===== src/rtl/dco_cfg_bank.sv =====
// dco_cfg_bank: per-channel DCO configuration register bank.
//
// Each channel holds bus-writable shadow codes (cc, fc, div, freq) and a
// separate active set that drives the DCO. Shadow values reach the active set
// only through a commit sequence: request the clock gate, wait for the gate
// acknowledge, apply for one cycle, hold the gate for SETTLE_CYCLES, then
// release the gate and wait for the acknowledge to drop.
//
// Ports:
//   clk, rst_n    clock, asynchronous active-low reset
//   cc_sel_o      active coarse codes, channel i at [i*CC_W +: CC_W]
//   fc_sel_o      active fine codes
//   div_sel_o     active divider selects
//   freq_sel_o    active band selects
//   gate_req_o    per-channel clock-gate request
//   gate_ack_i    per-channel gate acknowledge (synchronous to clk)
//   busy_o        per-channel commit in progress
//   req_i/rsp_o   register bus; response is combinational, ready always 1
//
// Optional build macro: DCO_CFG_TIMEOUT_EN adds a 1024-cycle handshake
// timeout in the REQ and REL states, reported in STATUS bit2 (W1C).

typedef struct packed {
  logic        valid;
  logic        write;
  logic [11:0] addr;
  logic [63:0] wdata;
} dco_cfg_req_t;

typedef struct packed {
  logic        ready;
  logic [63:0] rdata;
  logic        error;
} dco_cfg_rsp_t;

module dco_cfg_bank #(
  parameter int unsigned NUM_DCO       = 2,
  parameter int unsigned CC_W          = 6,
  parameter int unsigned FC_W          = 6,
  parameter int unsigned DIV_W         = 3,
  parameter int unsigned FREQ_W        = 2,
  parameter int unsigned SETTLE_CYCLES = 64,
  parameter type         reg_req_t     = dco_cfg_req_t,
  parameter type         reg_rsp_t     = dco_cfg_rsp_t
) (
  input  logic                        clk,
  input  logic                        rst_n,
  output logic [NUM_DCO*CC_W-1:0]     cc_sel_o,
  output logic [NUM_DCO*FC_W-1:0]     fc_sel_o,
  output logic [NUM_DCO*DIV_W-1:0]    div_sel_o,
  output logic [NUM_DCO*FREQ_W-1:0]   freq_sel_o,
  output logic [NUM_DCO-1:0]          gate_req_o,
  input  logic [NUM_DCO-1:0]          gate_ack_i,
  output logic [NUM_DCO-1:0]          busy_o,
  input  reg_req_t                    req_i,
  output reg_rsp_t                    rsp_o
);

  localparam logic [5:0] OFF_CC     = 6'h00;
  localparam logic [5:0] OFF_FC     = 6'h08;
  localparam logic [5:0] OFF_DIV    = 6'h10;
  localparam logic [5:0] OFF_FREQ   = 6'h18;
  localparam logic [5:0] OFF_COMMIT = 6'h20;
  localparam logic [5:0] OFF_STATUS = 6'h28;
  localparam logic [5:0] OFF_ACT    = 6'h30;

  localparam int CNT_W = (SETTLE_CYCLES > 1) ? $clog2(SETTLE_CYCLES) : 1;
  localparam logic [CNT_W-1:0] SETTLE_LOAD = CNT_W'(SETTLE_CYCLES - 1);
  localparam logic [DIV_W-1:0] DIV_RST = DIV_W'(1'b1) << (DIV_W - 1);

  typedef enum logic [2:0] {
    ST_IDLE   = 3'd0,
    ST_REQ    = 3'd1,
    ST_APPLY  = 3'd2,
    ST_SETTLE = 3'd3,
    ST_REL    = 3'd4
  } state_e;

  state_e              state_r     [NUM_DCO];
  state_e              state_nxt_s [NUM_DCO];
  logic [CC_W-1:0]     cc_sh_r     [NUM_DCO];
  logic [FC_W-1:0]     fc_sh_r     [NUM_DCO];
  logic [DIV_W-1:0]    div_sh_r    [NUM_DCO];
  logic [FREQ_W-1:0]   freq_sh_r   [NUM_DCO];
  logic [CC_W-1:0]     cc_act_r    [NUM_DCO];
  logic [FC_W-1:0]     fc_act_r    [NUM_DCO];
  logic [DIV_W-1:0]    div_act_r   [NUM_DCO];
  logic [FREQ_W-1:0]   freq_act_r  [NUM_DCO];
  logic [CNT_W-1:0]    settle_cnt_r[NUM_DCO];
  logic [7:0]          commit_cnt_r[NUM_DCO];
  logic [63:0]         status_s    [NUM_DCO];
  logic [63:0]         active_s    [NUM_DCO];
  logic [63:0]         ch_rd_s     [NUM_DCO];
  logic [NUM_DCO-1:0]  gate_req_r;
  logic [NUM_DCO-1:0]  busy_s, dirty_s, to_flag_s, tmo_s;
  logic [NUM_DCO-1:0]  sel_s, ch_err_s, wr_ok_s;
  logic [NUM_DCO-1:0]  wr_cc_s, wr_fc_s, wr_div_s, wr_freq_s, commit_s, clr_to_s;
  logic [63:0]         rdata_s;
  logic                error_s;
  logic [5:0]          off_s;

  assign off_s      = req_i.addr[5:0];
  assign gate_req_o = gate_req_r;
  assign busy_o     = busy_s;

  for (genvar g = 0; g < NUM_DCO; g++) begin : g_ch
    assign cc_sel_o[g*CC_W +: CC_W]       = cc_act_r[g];
    assign fc_sel_o[g*FC_W +: FC_W]       = fc_act_r[g];
    assign div_sel_o[g*DIV_W +: DIV_W]    = div_act_r[g];
    assign freq_sel_o[g*FREQ_W +: FREQ_W] = freq_act_r[g];
    assign busy_s[g]   = (state_r[g] != ST_IDLE);
    assign dirty_s[g]  = (cc_sh_r[g] != cc_act_r[g]) || (fc_sh_r[g] != fc_act_r[g]) ||
                         (div_sh_r[g] != div_act_r[g]) || (freq_sh_r[g] != freq_act_r[g]);
    assign status_s[g] = 64'({commit_cnt_r[g], 5'd0, to_flag_s[g], dirty_s[g], busy_s[g]});
    assign active_s[g] = 64'({freq_act_r[g], div_act_r[g], fc_act_r[g], cc_act_r[g]});
  end

`ifdef DCO_CFG_TIMEOUT_EN
  logic [9:0]         tmo_tmr_r [NUM_DCO];
  logic [NUM_DCO-1:0] timeout_r;
  logic [NUM_DCO-1:0] wait_s;
  logic               unused_s;

  // Timer runs only while the handshake waits for its expected ack level.
  always_comb begin
    for (int i = 0; i < NUM_DCO; i++) begin
      wait_s[i] = ((state_r[i] == ST_REQ) && !gate_ack_i[i]) ||
                  ((state_r[i] == ST_REL) &&  gate_ack_i[i]);
      tmo_s[i]  = wait_s[i] && (tmo_tmr_r[i] == 10'h3FF);
    end
  end

  // Handshake timer and sticky timeout flag (set wins over W1C).
  always_ff @(posedge clk or negedge rst_n) begin
    if (!rst_n) begin
      for (int i = 0; i < NUM_DCO; i++) tmo_tmr_r[i] <= 10'd0;
      timeout_r <= '0;
    end else begin
      for (int i = 0; i < NUM_DCO; i++) begin
        tmo_tmr_r[i] <= wait_s[i] ? tmo_tmr_r[i] + 10'd1 : 10'd0;
        if (tmo_s[i])         timeout_r[i] <= 1'b1;
        else if (clr_to_s[i]) timeout_r[i] <= 1'b0;
      end
    end
  end

  assign to_flag_s = timeout_r;
  assign unused_s  = ^req_i.wdata;
`else
  logic unused_s;
  assign tmo_s     = '0;
  assign to_flag_s = '0;
  // The W1C strobe has nothing to clear without the timeout feature.
  assign unused_s  = ^{req_i.wdata, clr_to_s};
`endif

  // Bus decode: per-channel read mux, error detection and write strobes.
  always_comb begin
    rdata_s   = 64'd0;
    sel_s     = '0;
    ch_err_s  = '0;
    wr_ok_s   = '0;
    wr_cc_s   = '0;
    wr_fc_s   = '0;
    wr_div_s  = '0;
    wr_freq_s = '0;
    commit_s  = '0;
    clr_to_s  = '0;
    for (int i = 0; i < NUM_DCO; i++) begin
      ch_rd_s[i] = 64'd0;
      sel_s[i]   = req_i.valid && (req_i.addr[11:6] == 6'(i));
      if (sel_s[i] && !req_i.write) begin
        case (off_s)
          OFF_CC:     ch_rd_s[i] = 64'(cc_sh_r[i]);
          OFF_FC:     ch_rd_s[i] = 64'(fc_sh_r[i]);
          OFF_DIV:    ch_rd_s[i] = 64'(div_sh_r[i]);
          OFF_FREQ:   ch_rd_s[i] = 64'(freq_sh_r[i]);
          OFF_COMMIT: ch_rd_s[i] = 64'd0;
          OFF_STATUS: ch_rd_s[i] = status_s[i];
          OFF_ACT:    ch_rd_s[i] = active_s[i];
          default:    ch_err_s[i] = 1'b1;
        endcase
      end else if (sel_s[i]) begin
        // Shadow and commit writes are locked out while a commit runs.
        case (off_s)
          OFF_CC, OFF_FC, OFF_DIV, OFF_FREQ, OFF_COMMIT: ch_err_s[i] = busy_s[i];
          OFF_STATUS: ch_err_s[i] = 1'b0;
          default:    ch_err_s[i] = 1'b1;
        endcase
      end else begin
        ch_err_s[i] = 1'b0;
      end
      wr_ok_s[i]   = sel_s[i] && req_i.write && !ch_err_s[i];
      wr_cc_s[i]   = wr_ok_s[i] && (off_s == OFF_CC);
      wr_fc_s[i]   = wr_ok_s[i] && (off_s == OFF_FC);
      wr_div_s[i]  = wr_ok_s[i] && (off_s == OFF_DIV);
      wr_freq_s[i] = wr_ok_s[i] && (off_s == OFF_FREQ);
      commit_s[i]  = wr_ok_s[i] && (off_s == OFF_COMMIT) && req_i.wdata[0];
      clr_to_s[i]  = wr_ok_s[i] && (off_s == OFF_STATUS) && req_i.wdata[2];
      rdata_s      = rdata_s | ch_rd_s[i];
    end
    error_s = (|ch_err_s) || (req_i.valid && (sel_s == '0));
  end

  // Combinational bus response.
  always_comb begin
    rsp_o       = '0;
    rsp_o.ready = 1'b1;
    rsp_o.rdata = rdata_s;
    rsp_o.error = error_s;
  end

  // Commit FSM next-state, one independent machine per channel.
  always_comb begin
    for (int i = 0; i < NUM_DCO; i++) begin
      state_nxt_s[i] = state_r[i];
      case (state_r[i])
        ST_IDLE:   state_nxt_s[i] = commit_s[i] ? ST_REQ : ST_IDLE;
        ST_REQ:    state_nxt_s[i] = gate_ack_i[i] ? ST_APPLY : (tmo_s[i] ? ST_IDLE : ST_REQ);
        ST_APPLY:  state_nxt_s[i] = ST_SETTLE;
        ST_SETTLE: state_nxt_s[i] = (settle_cnt_r[i] == '0) ? ST_REL : ST_SETTLE;
        ST_REL:    state_nxt_s[i] = (!gate_ack_i[i] || tmo_s[i]) ? ST_IDLE : ST_REL;
        default:   state_nxt_s[i] = ST_IDLE;
      endcase
    end
  end

  // State, shadow/active registers, settle and commit counters, gate request.
  always_ff @(posedge clk or negedge rst_n) begin
    if (!rst_n) begin
      for (int i = 0; i < NUM_DCO; i++) begin
        state_r[i]      <= ST_IDLE;
        cc_sh_r[i]      <= {CC_W{1'b1}};
        fc_sh_r[i]      <= {FC_W{1'b1}};
        div_sh_r[i]     <= DIV_RST;
        freq_sh_r[i]    <= {FREQ_W{1'b1}};
        cc_act_r[i]     <= {CC_W{1'b1}};
        fc_act_r[i]     <= {FC_W{1'b1}};
        div_act_r[i]    <= DIV_RST;
        freq_act_r[i]   <= {FREQ_W{1'b1}};
        settle_cnt_r[i] <= '0;
        commit_cnt_r[i] <= 8'd0;
      end
      gate_req_r <= '0;
    end else begin
      for (int i = 0; i < NUM_DCO; i++) begin
        state_r[i] <= state_nxt_s[i];
        // Registered request: high for REQ/APPLY/SETTLE, low from REL onwards.
        gate_req_r[i] <= (state_nxt_s[i] == ST_REQ) || (state_nxt_s[i] == ST_APPLY) ||
                         (state_nxt_s[i] == ST_SETTLE);
        if (wr_cc_s[i])   cc_sh_r[i]   <= req_i.wdata[CC_W-1:0];
        if (wr_fc_s[i])   fc_sh_r[i]   <= req_i.wdata[FC_W-1:0];
        if (wr_div_s[i])  div_sh_r[i]  <= req_i.wdata[DIV_W-1:0];
        if (wr_freq_s[i]) freq_sh_r[i] <= req_i.wdata[FREQ_W-1:0];
        if (state_r[i] == ST_APPLY) begin
          cc_act_r[i]     <= cc_sh_r[i];
          fc_act_r[i]     <= fc_sh_r[i];
          div_act_r[i]    <= div_sh_r[i];
          freq_act_r[i]   <= freq_sh_r[i];
          commit_cnt_r[i] <= commit_cnt_r[i] + 8'd1;
          settle_cnt_r[i] <= SETTLE_LOAD;
        end else if ((state_r[i] == ST_SETTLE) && (settle_cnt_r[i] != '0)) begin
          settle_cnt_r[i] <= settle_cnt_r[i] - {{(CNT_W-1){1'b0}}, 1'b1};
        end
      end
    end
  end

endmodule

===== config.mk =====
export PLATFORM = sky130hd
export DESIGN_NAME = dco_cfg_bank
export DESIGN_NICKNAME = d
export VERILOG_FILES = /design/src/rtl/dco_cfg_bank.sv
export SDC_FILE = /design/constraint.sdc
export NUM_CORES = 1
export LEC_CHECK = 0
export ABC_AREA = 1
export BUFFER_PORTS_ARGS = -buffer_cell sky130_fd_sc_hd__buf_2
export CAP_MARGIN = 0
export CORE_MARGIN = 1
export CORE_UTILIZATION = 56
export DETAILED_ROUTE_END_ITERATION = 10
export GPL_TIMING_DRIVEN = 0
export PLACE_DENSITY = 0.93
export SLEW_MARGIN = 10
export SYNTH_ARGS = -nofsm -noshare
export SYNTH_HDL_FRONTEND = slang
export SYNTH_SLANG_ARGS = --single-unit
export TNS_END_PERCENT = 1

===== constraint.sdc =====
create_clock -name clk -period 2.35 [get_ports clk]
set_input_delay 0 -clock clk [delete_from_list [all_inputs] [get_ports clk]]
set_output_delay 0 -clock clk [all_outputs]
set_load 0.01 [all_outputs]

==> flow_summary.json, run 1 <==
{
  "outcome": "completed",
  "arrival_ns": 1.99,
  "final_core_utilization_pct": 68.4,
  "final.setup.tns_ns": 0,
  "ant_nets": 0,
  "yosysTopAreaCell": "dfstp_2",
  "dp_hpwl_um": 12200,
  "die_y_um": 107,
  "port_buffers": 78,
  "timing.final.ws_setup_ns": 0.359,
  "ys.flop_type": "dfstp_2",
  "rows": 37,
  "ioPinCount": 186,
  "cts_tree": "yes",
  "synth_commonest_cells": "nand2_1, inv_1, o21ai_0",
  "cpMostUsedCell": "nand2_1",
  "synth_most_common_cell": "nand2_1",
  "wl_per_cell_um": 15.1,
  "antenna_cells": 0,
  "antenna_found_initial": 0,
  "cp_slowest_cell": "dfstp_2",
  "dieArea_um2": 11300,
  "route.vias.total": 6013,
  "hold_end": "div_sh_r[2]",
  "drv_slew": 0,
  "path_clk_slew_ns": 0.09,
  "post_cts_resize_count": 0,
  "skew_ns": 0.00820,
  "cap_violations": 0,
  "syn_area_um2": 6120,
  "fin_crit_ns": 1.99,
  "clk_latency_ns": 0.37,
  "cts_sinks": 104,
  "yosysSeqAreaShare_pct": 43.8,
  "finalInstanceArea_um2": 7160,
  "cp_top_family": "simple AND/OR/NAND/NOR gates",
  "cp_cell_sequence": "inv_1 > nand2_1 > nand2_1 > nor2_1 > nand3_1 > nor2_1 > nand2_1 > nand2_1 > nand2_1 > nand2_1 > nand2_1 > buf_2",
  "rrSetupSlack_ns": 0.56,
  "drive_above_1_share_pct": 24.1,
  "track_usage_pct": 30.3,
  "cts_hold_buffers": 8,
  "synthCells": 819,
  "cts_buffers": 9,
  "yosysWarnings": 0,
  "p_leak_nw": 3.64,
  "worstMarginPinSlew_ns": 0.702,
  "synth-edff-count": 0,
  "grt_pass1_vias": 5554,
  "hold_path_class": "input port to register",
  "fin_crit_sh_pct": 84.7,
  "async_flop_share_pct": 100,
  "start_util_pct": 58.5,
  "slew_headroom_pct": 53.2,
  "grt_max_degree": 55,
  "p_total_mw": 4.49,
  "cpPeakStageDelay_ns": 0.55,
  "syn_avg_cell_area_um2": 7.47,
  "postCtsSetupBuffers": 0,
  "startpoint_type": "register",
  "cellPowerDensity_nw_per_um2": 627,
  "max_freq_mhz": 502,
  "critPathBufInv": 2,
  "coreArea_um2": 10500,
  "synth_area_leaders": "dfstp_2, dfrtp_1, nand2_1, buf_4, inv_1",
  "yosysTopAreaCellShare_pct": 25.8,
  "cp_max_fo": 3,
  "critPathKind": "register to primary output",
  "synth-seq-cells": 104,
  "worstReg2RegStart": "state_r[3]",
  "htree_levels": 3,
  "rsz0062_at_grt": "false",
  "grt_pass1_wl_um": 26300,
  "min_from": "req_i[69]",
  "globalplace.congestion": 0.940,
  "r2r_end": "div_sh_r[5]",
  "die_w_um": 107,
  "cp.required_ns": 2.35,
  "reg2reg_depth": 11,
  "viasPerCell": 5.45,
  "root_buffer": "clkbuf_8",
  "area_delta_synth_final_pct": 17.0,
  "vdd.ir_drop.worst_v": 0.000369,
  "dr.first_iter.drc_count": 569,
  "finalHoldViolCount": 0,
  "place_ws_ns": 0.638,
  "dr.pass1.iters": 6,
  "cts.path.max_buffers": 2,
  "layout.nets": 1051,
  "placed_cell_area_um2": 6880,
  "yosysUniqueCellTypes": 32,
  "routed_wl_um": 16700,
  "drc": 0,
  "hold_depth": 4,
  "endpoint_kind": "primary output",
  "grt-ovfl-total": 0,
  "setup_violations": 0
}
-- cell families after synthesis --
| group | after synthesis | share of synthesized area [%] |
|---|---|---|
| DFF | 104 | 43.8 |
| buffers and inverters | 164 | 13.3 |
| adders and majority gates | 6 | 1.23 |
| AOI/OAI and AO/OA | 113 | 10.3 |
| other | 2 | 0.123 |
| and+or+nand+nor | 402 | 27.3 |
| xor gates and xnor gates | 28 | 4.01 |
-- registers in the layout (all words and copies together) (netlist names) --
| register | cells |
|---|---|
| freq_sel_o | 4 |
| div_sel_o | 6 |
| fc_sh_r | 12 |
| gate_req_o | 2 |
| cc_sel_o | 12 |
| div_sh_r | 6 |
| fc_sel_o | 12 |
| cc_sh_r | 12 |
| state_r | 6 |
| settle_cnt_r | 12 |
| freq_sh_r | 4 |
| commit_cnt_r | 16 |
-- cell type report --
class                   instances  area [µm²]
repair buffers                 87         500
clock buffers                  12         176
clock inverters                 4        22.5
multi-input cells             597        2800
flip-flops and latches        104        2680
inverters                      99         372
well taps                     136         170
fillers                       826        3300
plain buffers                  65         439
-- per-stage QoR --
stage	hold slack, ns	instances
finish	0.0477	1104
floorplan	-0.296	865
CTS	0.0395	1104
detailed placement	0.0944	1080
global placement	0.249	1079
global route	0.0699	1104
-- cell usage in the layout (no fill, tap or decap), types with 2 or more instances in the layout --
master and instances:
a22oi_1 12, clkinv_2 2, dfstp_2 60, o211ai_1 2
inv_1 94, ha_1 6, xnor2_1 16, dfrtp_1 44
inv_4 2, conb_1 48, o21ai_0 62, buf_2 83
buf_4 51, nor2_4 3, nand2_1 276, nor3_1 5
dlygate4sd3_1 8, nand2_2 7, nand3_1 42, a21oi_1 22
inv_2 5, o22ai_1 12, nor2_2 2, clkbuf_1 8
nand3_2 2, clkbuf_8 11, xor2_1 12, nor2_1 53
nand4_1 9
-- layer usage --
metal  wire length, µm  share of wire, %  GRT usage, %  vias up
met1              6310                38          40.8     2729
met5                 0                 0             0        -
met3              1970                12          4.72       69
met2              7670                46          47.4      433
li1                  -                 -             -     2782
met4               700               4.2          15.6        0
-- worst min-delay path, stage by stage --
cell	delay, ns
buf_2	0.15
nor3_2	0.12
nand3_1	0.10
nand2_1	0.05
-- power by group --
| part | leakage, nW | internal (mW) | switching (mW) | total (mW) |
|---|---|---|---|---|
| combinational | 2.37 | 0.373 | 0.887 | 1.26 |
| sequential | 1.15 | 1.98 | 0.134 | 2.11 |
| clock | 0.108 | 0.506 | 0.611 | 1.12 |
-- worst max-delay path by stage --
stage,start,to,slack [ns],cells past startpoint
2_1_floorplan,settle_cnt_r[6],gate_req_o[0],0.94,9
3_3_place_gp,rst_n,settle_cnt_r[1],0.23,1
3_5_place_dp,state_r[3],cc_sh_r[7],0.64,11
4_1_cts,state_r[3],rsp_o[0],0.41,10
5_1_grt,state_r[3],rsp_o[0],0.21,10
6_report,div_sh_r[5],rsp_o[2],0.36,12
No activity file was read; power rests on OpenSTA's default activity.
==> run 2, diff against run 1 <==
--- a/config.mk
+++ b/config.mk
@@ -9,10 +9,10 @@
 export BUFFER_PORTS_ARGS = -buffer_cell sky130_fd_sc_hd__buf_2
 export CAP_MARGIN = 0
 export CORE_MARGIN = 1
-export CORE_UTILIZATION = 56
+export CORE_UTILIZATION = 47
 export DETAILED_ROUTE_END_ITERATION = 10
 export GPL_TIMING_DRIVEN = 0
-export PLACE_DENSITY = 0.93
+export PLACE_DENSITY = 0.84
 export SLEW_MARGIN = 10
 export SYNTH_ARGS = -nofsm -noshare
 export SYNTH_HDL_FRONTEND = slang
==> constraint.sdc (replaced) <==
create_clock -name clk -period 1.7 [get_ports clk]
set_input_delay 0 -clock clk [delete_from_list [all_inputs] [get_ports clk]]
set_output_delay 0 -clock clk [all_outputs]
set_load 0.01 [all_outputs]
==> flow_summary.json, run 2 (synthesis gave the netlist of run 1 again) <==
{
  "antenna_found_initial": 1,
  "top_register": "commit_cnt_r",
  "cp.required_ns": 1.70,
  "route.vias.total": 6009,
  "worstReg2RegStart": "state_r[3]",
  "grt_max_degree": 63,
  "track_usage_pct": 27.0,
  "cts_buffers": 9,
  "min_from": "req_i[69]",
  "rsz0062_at_grt": "true",
  "drv_slew": 0,
  "max_freq_mhz": 534,
  "rows": 41,
  "coreArea_um2": 12700,
  "p_leak_nw": 3.87,
  "hold_path_class": "input port to register",
  "endpoint_kind": "primary output",
  "critPathKind": "register to primary output",
  "rrSetupSlack_ns": 0.06,
  "cpMostUsedCell": "nand2_1",
  "layout.nets": 1076,
  "globalplace.congestion": 0.909,
  "clock_power_share_pct": 30.4,
  "combinationalPowerShare_pct": 26.8,
  "skew_ns": 0.00943,
  "grt-ovfl-total": 0,
  "cp_slowest_cell": "dfstp_2",
  "area_delta_synth_final_pct": 24.7,
  "dr.pass1.iters": 5,
  "slew_headroom_pct": 56.8,
  "cap_violations": 0,
  "timing.final.ws_setup_ns": -0.173,
  "finalHoldViolCount": 0,
  "violations": "setup timing",
  "ant_nets": 0,
  "startpoint_type": "register",
  "fin_crit_ns": 1.87,
  "root_buffer": "clkbuf_16",
  "place_ws_ns": -0.0606,
  "hold_end": "div_sh_r[2]",
  "reg2reg_depth": 10,
  "outcome": "finished with violations",
  "start_util_pct": 48.3,
  "drc": 0,
  "cp_max_fo": 3,
  "final_common_cell": "nand2_1",
  "dp_hpwl_um": 12600,
  "cpPeakStageDelay_ns": 0.56,
  "dp_cells": 1116,
  "die_w_um": 116,
  "fin_crit_sh_pct": 110,
  "r2r_end": "div_sh_r[3]",
  "arrival_ns": 1.87,
  "grt_pass1_wl_um": 27200,
  "finalNonFillerCells": 1166,
  "viasPerCell": 5.15,
  "worstMarginPinSlew_ns": 0.644,
  "path_clk_slew_ns": 0.07,
  "power_frac_seq_pct": 42.8,
  "port_buffers": 78,
  "dr.first_iter.drc_count": 599,
  "setup_violations": 3,
  "cts_sinks": 104,
  "largest_reg_flops": 16,
  "final_core_utilization_pct": 60.2,
  "clk_latency_ns": 0.36,
  "hold_depth": 4,
  "cellPowerDensity_nw_per_um2": 896,
  "p_int_mw": 4.44,
  "routed_wl_um": 17700,
  "p_total_mw": 6.83,
  "die_y_um": 116,
  "grt_pass1_vias": 5483,
  "drive_above_1_share_pct": 30.7,
  "cts_tree": "yes",
  "cts.path.max_buffers": 2,
  "vdd.ir_drop.worst_v": 0.000535,
  "htree_levels": 3,
  "fillCellCount": 1132,
  "wl_per_cell_um": 15.2,
  "p_sw_share_pct": 35.1,
  "switching_power_mw": 2.40,
  "hold-worst-slack_ns": 0.0580,
  "cp_cell_sequence": "inv_2 > nand2_2 > nand2_2 > nor2_2 > nand3_1 > nor2_2 > nand2_1 > nand2_1 > nand2_1 > nand2_1 > nand2_1 > buf_2",
  "final_cell_mix": "nand2_1, buf_2, inv_1",
  "dieArea_um2": 13500,
  "ioPinCount": 186
}
==> run 2: cell types whose count changed in the layout (fill, tap and decap cells not counted), sizes merged <==
| cell | delta |
|---|---|
| bufinv | +1 |
| inv | -2 |
| diode | +1 |
| clkbuf | -1 |
| clkinvlp | +2 |
| buf | +24 |
| clkinv | +1 |
==> run 2: routing by layer <==
| metal | share of wire [%] | wire length (µm) | vias up | track usage, % |
|---|---|---|---|---|
| li1 | - | - | 2823 | - |
| met3 | 9.7 | 1710 | 46 | 3.71 |
| met4 | 3.1 | 554 | 0 | 14.5 |
| met1 | 41 | 7220 | 2799 | 36.7 |
| met5 | 0 | 0 | - | 0 |
| met2 | 46 | 8190 | 341 | 41.8 |
==> run 2: how the worst max path moves through the flow <==
stage	to	slack, ns	cells after the start	startpoint
finish	rsp_o[2]	-0.17	12	cc_sh_r[8]
global route	rsp_o[2]	-0.28	12	cc_sh_r[8]
CTS	rsp_o[2]	-0.14	12	freq_sh_r[2]
detailed placement	rsp_o[6]	-0.06	11	req_i[73]
global placement	settle_cnt_r[0]	-0.48	1	rst_n
floorplan	gate_req_o[0]	0.29	9	settle_cnt_r[6]
==> run 2: metrics by stage <==
step	setup TNS, ns	instance area [µm²]
2_1_floorplan	0	6290
6_report	-0.269	7630
3_5_place_dp	-0.128	6930
3_3_place_gp	-21.22	6900
5_1_grt	-0.906	7630
4_1_cts	-0.236	7460
==> run 2: cell type report <==
type	count	area, µm²	share of cell area (%)
clock inverters	6	60.1	0.787
multi-input cells	597	2930	38.4
clock buffers	10	229	3.00
plain buffers	65	447	5.85
well taps	172	215	2.82
diodes	1	2.50	0.0328
repair buffers	112	692	9.07
flip-flops and latches	104	2680	35.1
inverters	99	379	4.97
==> run 2: worst max-delay path: cells and delay by family (launching register included) <==
| kind | cells | cell delay (ns) |
|---|---|---|
| flops | 1 | 0.56 |
| simple gates | 10 | 0.73 |
| buf+inv | 2 | 0.19 |
==> run 2: power groups by stage <==
stage | sequential, mW | combinational [mW] | clock, mW
2_1_floorplan | 2.91 | 1.16 | 0
3_3_place_gp | 2.94 | 1.61 | 0
3_5_place_dp | 2.94 | 1.67 | 0
4_1_cts | 2.91 | 1.72 | 2.09
5_1_grt | 2.96 | 2.05 | 2.19
6_report | 2.93 | 1.83 | 2.07
==> run 2: timing repair <==
| action | in CTS | in global routing |
|---|---|---|
| pin swaps | 8 | 13 |
| gates resized for setup | 13 | 52 |
| hold endpoints to repair | 92 | 0 |
| hold buffers | 8 | 0 |
| setup endpoints to repair | 25 | 70 |
| setup buffers | 19 | 6 |
==> run 3, diff against run 2 <==
--- a/config.mk
+++ b/config.mk
@@ -5,7 +5,6 @@
 export SDC_FILE = /design/constraint.sdc
 export NUM_CORES = 1
 export LEC_CHECK = 0
-export ABC_AREA = 1
 export BUFFER_PORTS_ARGS = -buffer_cell sky130_fd_sc_hd__buf_2
 export CAP_MARGIN = 0
 export CORE_MARGIN = 1
==> flow_summary.json, run 3 <==
{
  "outcome": "finished with violations",
  "violations": "setup timing",
  "port_buffers": 77,
  "dr.first_iter.drc_count": 419,
  "drv_slew": 0,
  "cp.required_ns": 1.70,
  "grt_pass1_vias": 4682,
  "slew_headroom_pct": 46.5,
  "final_cell_mix": "nand2_1, buf_2, buf_4",
  "cts_buffers": 9,
  "ys.flop_type": "dfstp_2",
  "drc": 0,
  "route.vias.total": 5031,
  "critPathKind": "register to primary output",
  "synth_commonest_cells": "nand2_1, dfstp_2, buf_4",
  "rsz0062_at_grt": "true",
  "syn_area_um2": 5950,
  "fin_crit_ns": 2.16,
  "globalplace.congestion": 0.909,
  "cp_max_fo": 2,
  "hold_depth": 2,
  "p_leak_nw": 3.61,
  "cts_sinks": 104,
  "htree_levels": 3,
  "endpoint_kind": "primary output",
  "cellPowerDensity_nw_per_um2": 866,
  "coreArea_um2": 12200,
  "final.setup.tns_ns": -6.68,
  "path_clk_slew_ns": 0.07,
  "vdd.ir_drop.worst_v": 0.000763,
  "clk_latency_ns": 0.35,
  "viasPerCell": 5.40,
  "rows": 40,
  "cap_violations": 0,
  "cts.path.max_buffers": 2,
  "final_common_cell": "nand2_1",
  "finalNonFillerCells": 931,
  "synth-edff-count": 0,
  "arrival_ns": 2.16,
  "startpoint_type": "register",
  "synth_area_leaders": "dfstp_2, dfrtp_1, nand2_1, xnor2_1, buf_4",
  "track_usage_pct": 25.4,
  "die_y_um": 115,
  "yosysTopAreaCell": "dfstp_2",
  "grt-ovfl-total": 0,
  "grt_max_degree": 64,
  "antenna_found_initial": 0,
  "top_register": "commit_cnt_r",
  "root_buffer": "clkbuf_16",
  "start_util_pct": 49.0,
  "place_ws_ns": -0.469,
  "ioPinCount": 186,
  "area_delta_synth_final_pct": 26.0,
  "async_flop_share_pct": 100,
  "finalHoldViolCount": 0,
  "max_freq_mhz": 462,
  "yosysSeqAreaShare_pct": 45.0,
  "yosysTopAreaCellShare_pct": 26.5,
  "largest_reg_flops": 16,
  "layout.nets": 846,
  "hold_path_class": "input port to register",
  "drive_above_1_share_pct": 41.8,
  "ant_nets": 0,
  "syn_avg_cell_area_um2": 9.96,
  "wl_per_cell_um": 17.3,
  "synth-seq-cells": 104,
  "worstMarginPinSlew_ns": 0.796,
  "antenna_cells": 0,
  "fin_crit_sh_pct": 127,
  "dp_cells": 890,
  "dr.pass1.iters": 5,
  "reg2reg_depth": 7,
  "synthCells": 598,
  "setup_violations": 49,
  "skew_ns": 0.00894,
  "routed_wl_um": 16100,
  "dieArea_um2": 13100,
  "synth_most_common_cell": "nand2_1",
  "die_w_um": 115,
  "yosysWarnings": 0,
  "yosysUniqueCellTypes": 58,
  "dp_hpwl_um": 11300,
  "grt_pass1_wl_um": 25300,
  "timing.final.ws_setup_ns": -0.464,
  "cts_tree": "yes"
}
==> run 3: cell types whose count changed after synthesis, moves of 9 or more <==
| cell | change |
|---|---|
| mux2_4 | +15 |
| mux2_2 | +9 |
| nand2_1 | -145 |
| inv_1 | -83 |
| a21oi_1 | -16 |
| nand3_1 | -29 |
| nor2_1 | -34 |
| a22oi_1 | +9 |
| mux2_1 | +12 |
| xnor2_1 | +28 |
| o21ai_0 | -57 |
==> run 3: metal layers <==
layer | wire length [µm] | GRT usage [%] | vias up
met5 | 0 | 0 | -
met4 | 261 | 6.15 | 0
met3 | 1510 | 6.88 | 30
met2 | 7380 | 39.2 | 292
met1 | 6920 | 35.6 | 2428
li1 | - | - | 2281
==> run 3: through the flow <==
step / utilization [%] / power, mW / instance area, µm² / hold slack, ns
3_3_place_gp: 55.5 / 4.38 / 6750 / 0.280
2_1_floorplan: - / 4.02 / 6150 / -0.296
6_report: 61.7 / 6.49 / 7500 / 0.0663
4_1_cts: 60.9 / 6.43 / 7400 / 0.000643
5_1_grt: 61.7 / 6.83 / 7500 / 0.0695
3_5_place_dp: 55.7 / 4.44 / 6780 / 0.0236
==> run 3: worst max-delay path: stages (launching register included) <==
cell and delay, ns:
dfstp_2 0.57, xnor2_1 0.15, nand4_1 0.18, nor3_2 0.18, nand4_1 0.13, a221oi_2 0.32
o22ai_2 0.14, buf_2 0.16
==> run 3: cell families (layout without fill, tap and decap cells) <==
group                    after synthesis  after routing  synth area share [%]
AO/OA/AOI/OAI                         71             71                  8.74
XOR/XNOR                              60             60                  8.83
adder cells (fa/ha/maj)                6              6                  1.26
buffers and inverters                 85            204                  8.85
flip-flops                           104            104                  45.0
multiplexers                          41             41                  8.59
other                                  2             48                 0.126
AND/OR/NAND/NOR                      229            229                  18.6
==> run 3: timing repair <==
action                                  in CTS  in global routing
endpoints found under the setup margin      90                 89
endpoints found under the hold margin       39                  1
buffers inserted                            20                  1
pin swaps                                   12                  6
hold buffers                                 6                  1
resized for setup                           50                 29
==> run 3: final timing paths <==
kind,endpoint,slack (ns),startpoint
setup / recovery,rsp_o[2],-0.46,cc_sel_o[10]
hold / removal,fc_sh_r[0],0.07,req_i[0]
setup reg to reg,settle_cnt_r[5],-0.19,state_r[2]
hold reg to reg,freq_sel_o[2],0.47,freq_sh_r[0]
max in group asynchronous,cc_sel_o[7],0.78,rst_n
min in group asynchronous,settle_cnt_r[11],0.19,rst_n
==> run 3: cell type report <==
cell class | instances | area (µm²)
fill | 992 | 4660
multi-input combinational | 455 | 3140
sequential | 104 | 2680
timing repair buffer | 106 | 647
buffer | 71 | 517
clock buffer | 14 | 254
tap | 168 | 210
inverter | 11 | 41.3
clock inverter | 2 | 12.5
==> run 3: report_power, final <==
part / switching (mW) / internal (mW) / total [mW]
clock network: 0.913 / 1.04 / 1.95
logic: 0.888 / 0.628 / 1.52
registers: 0.290 / 2.74 / 3.03
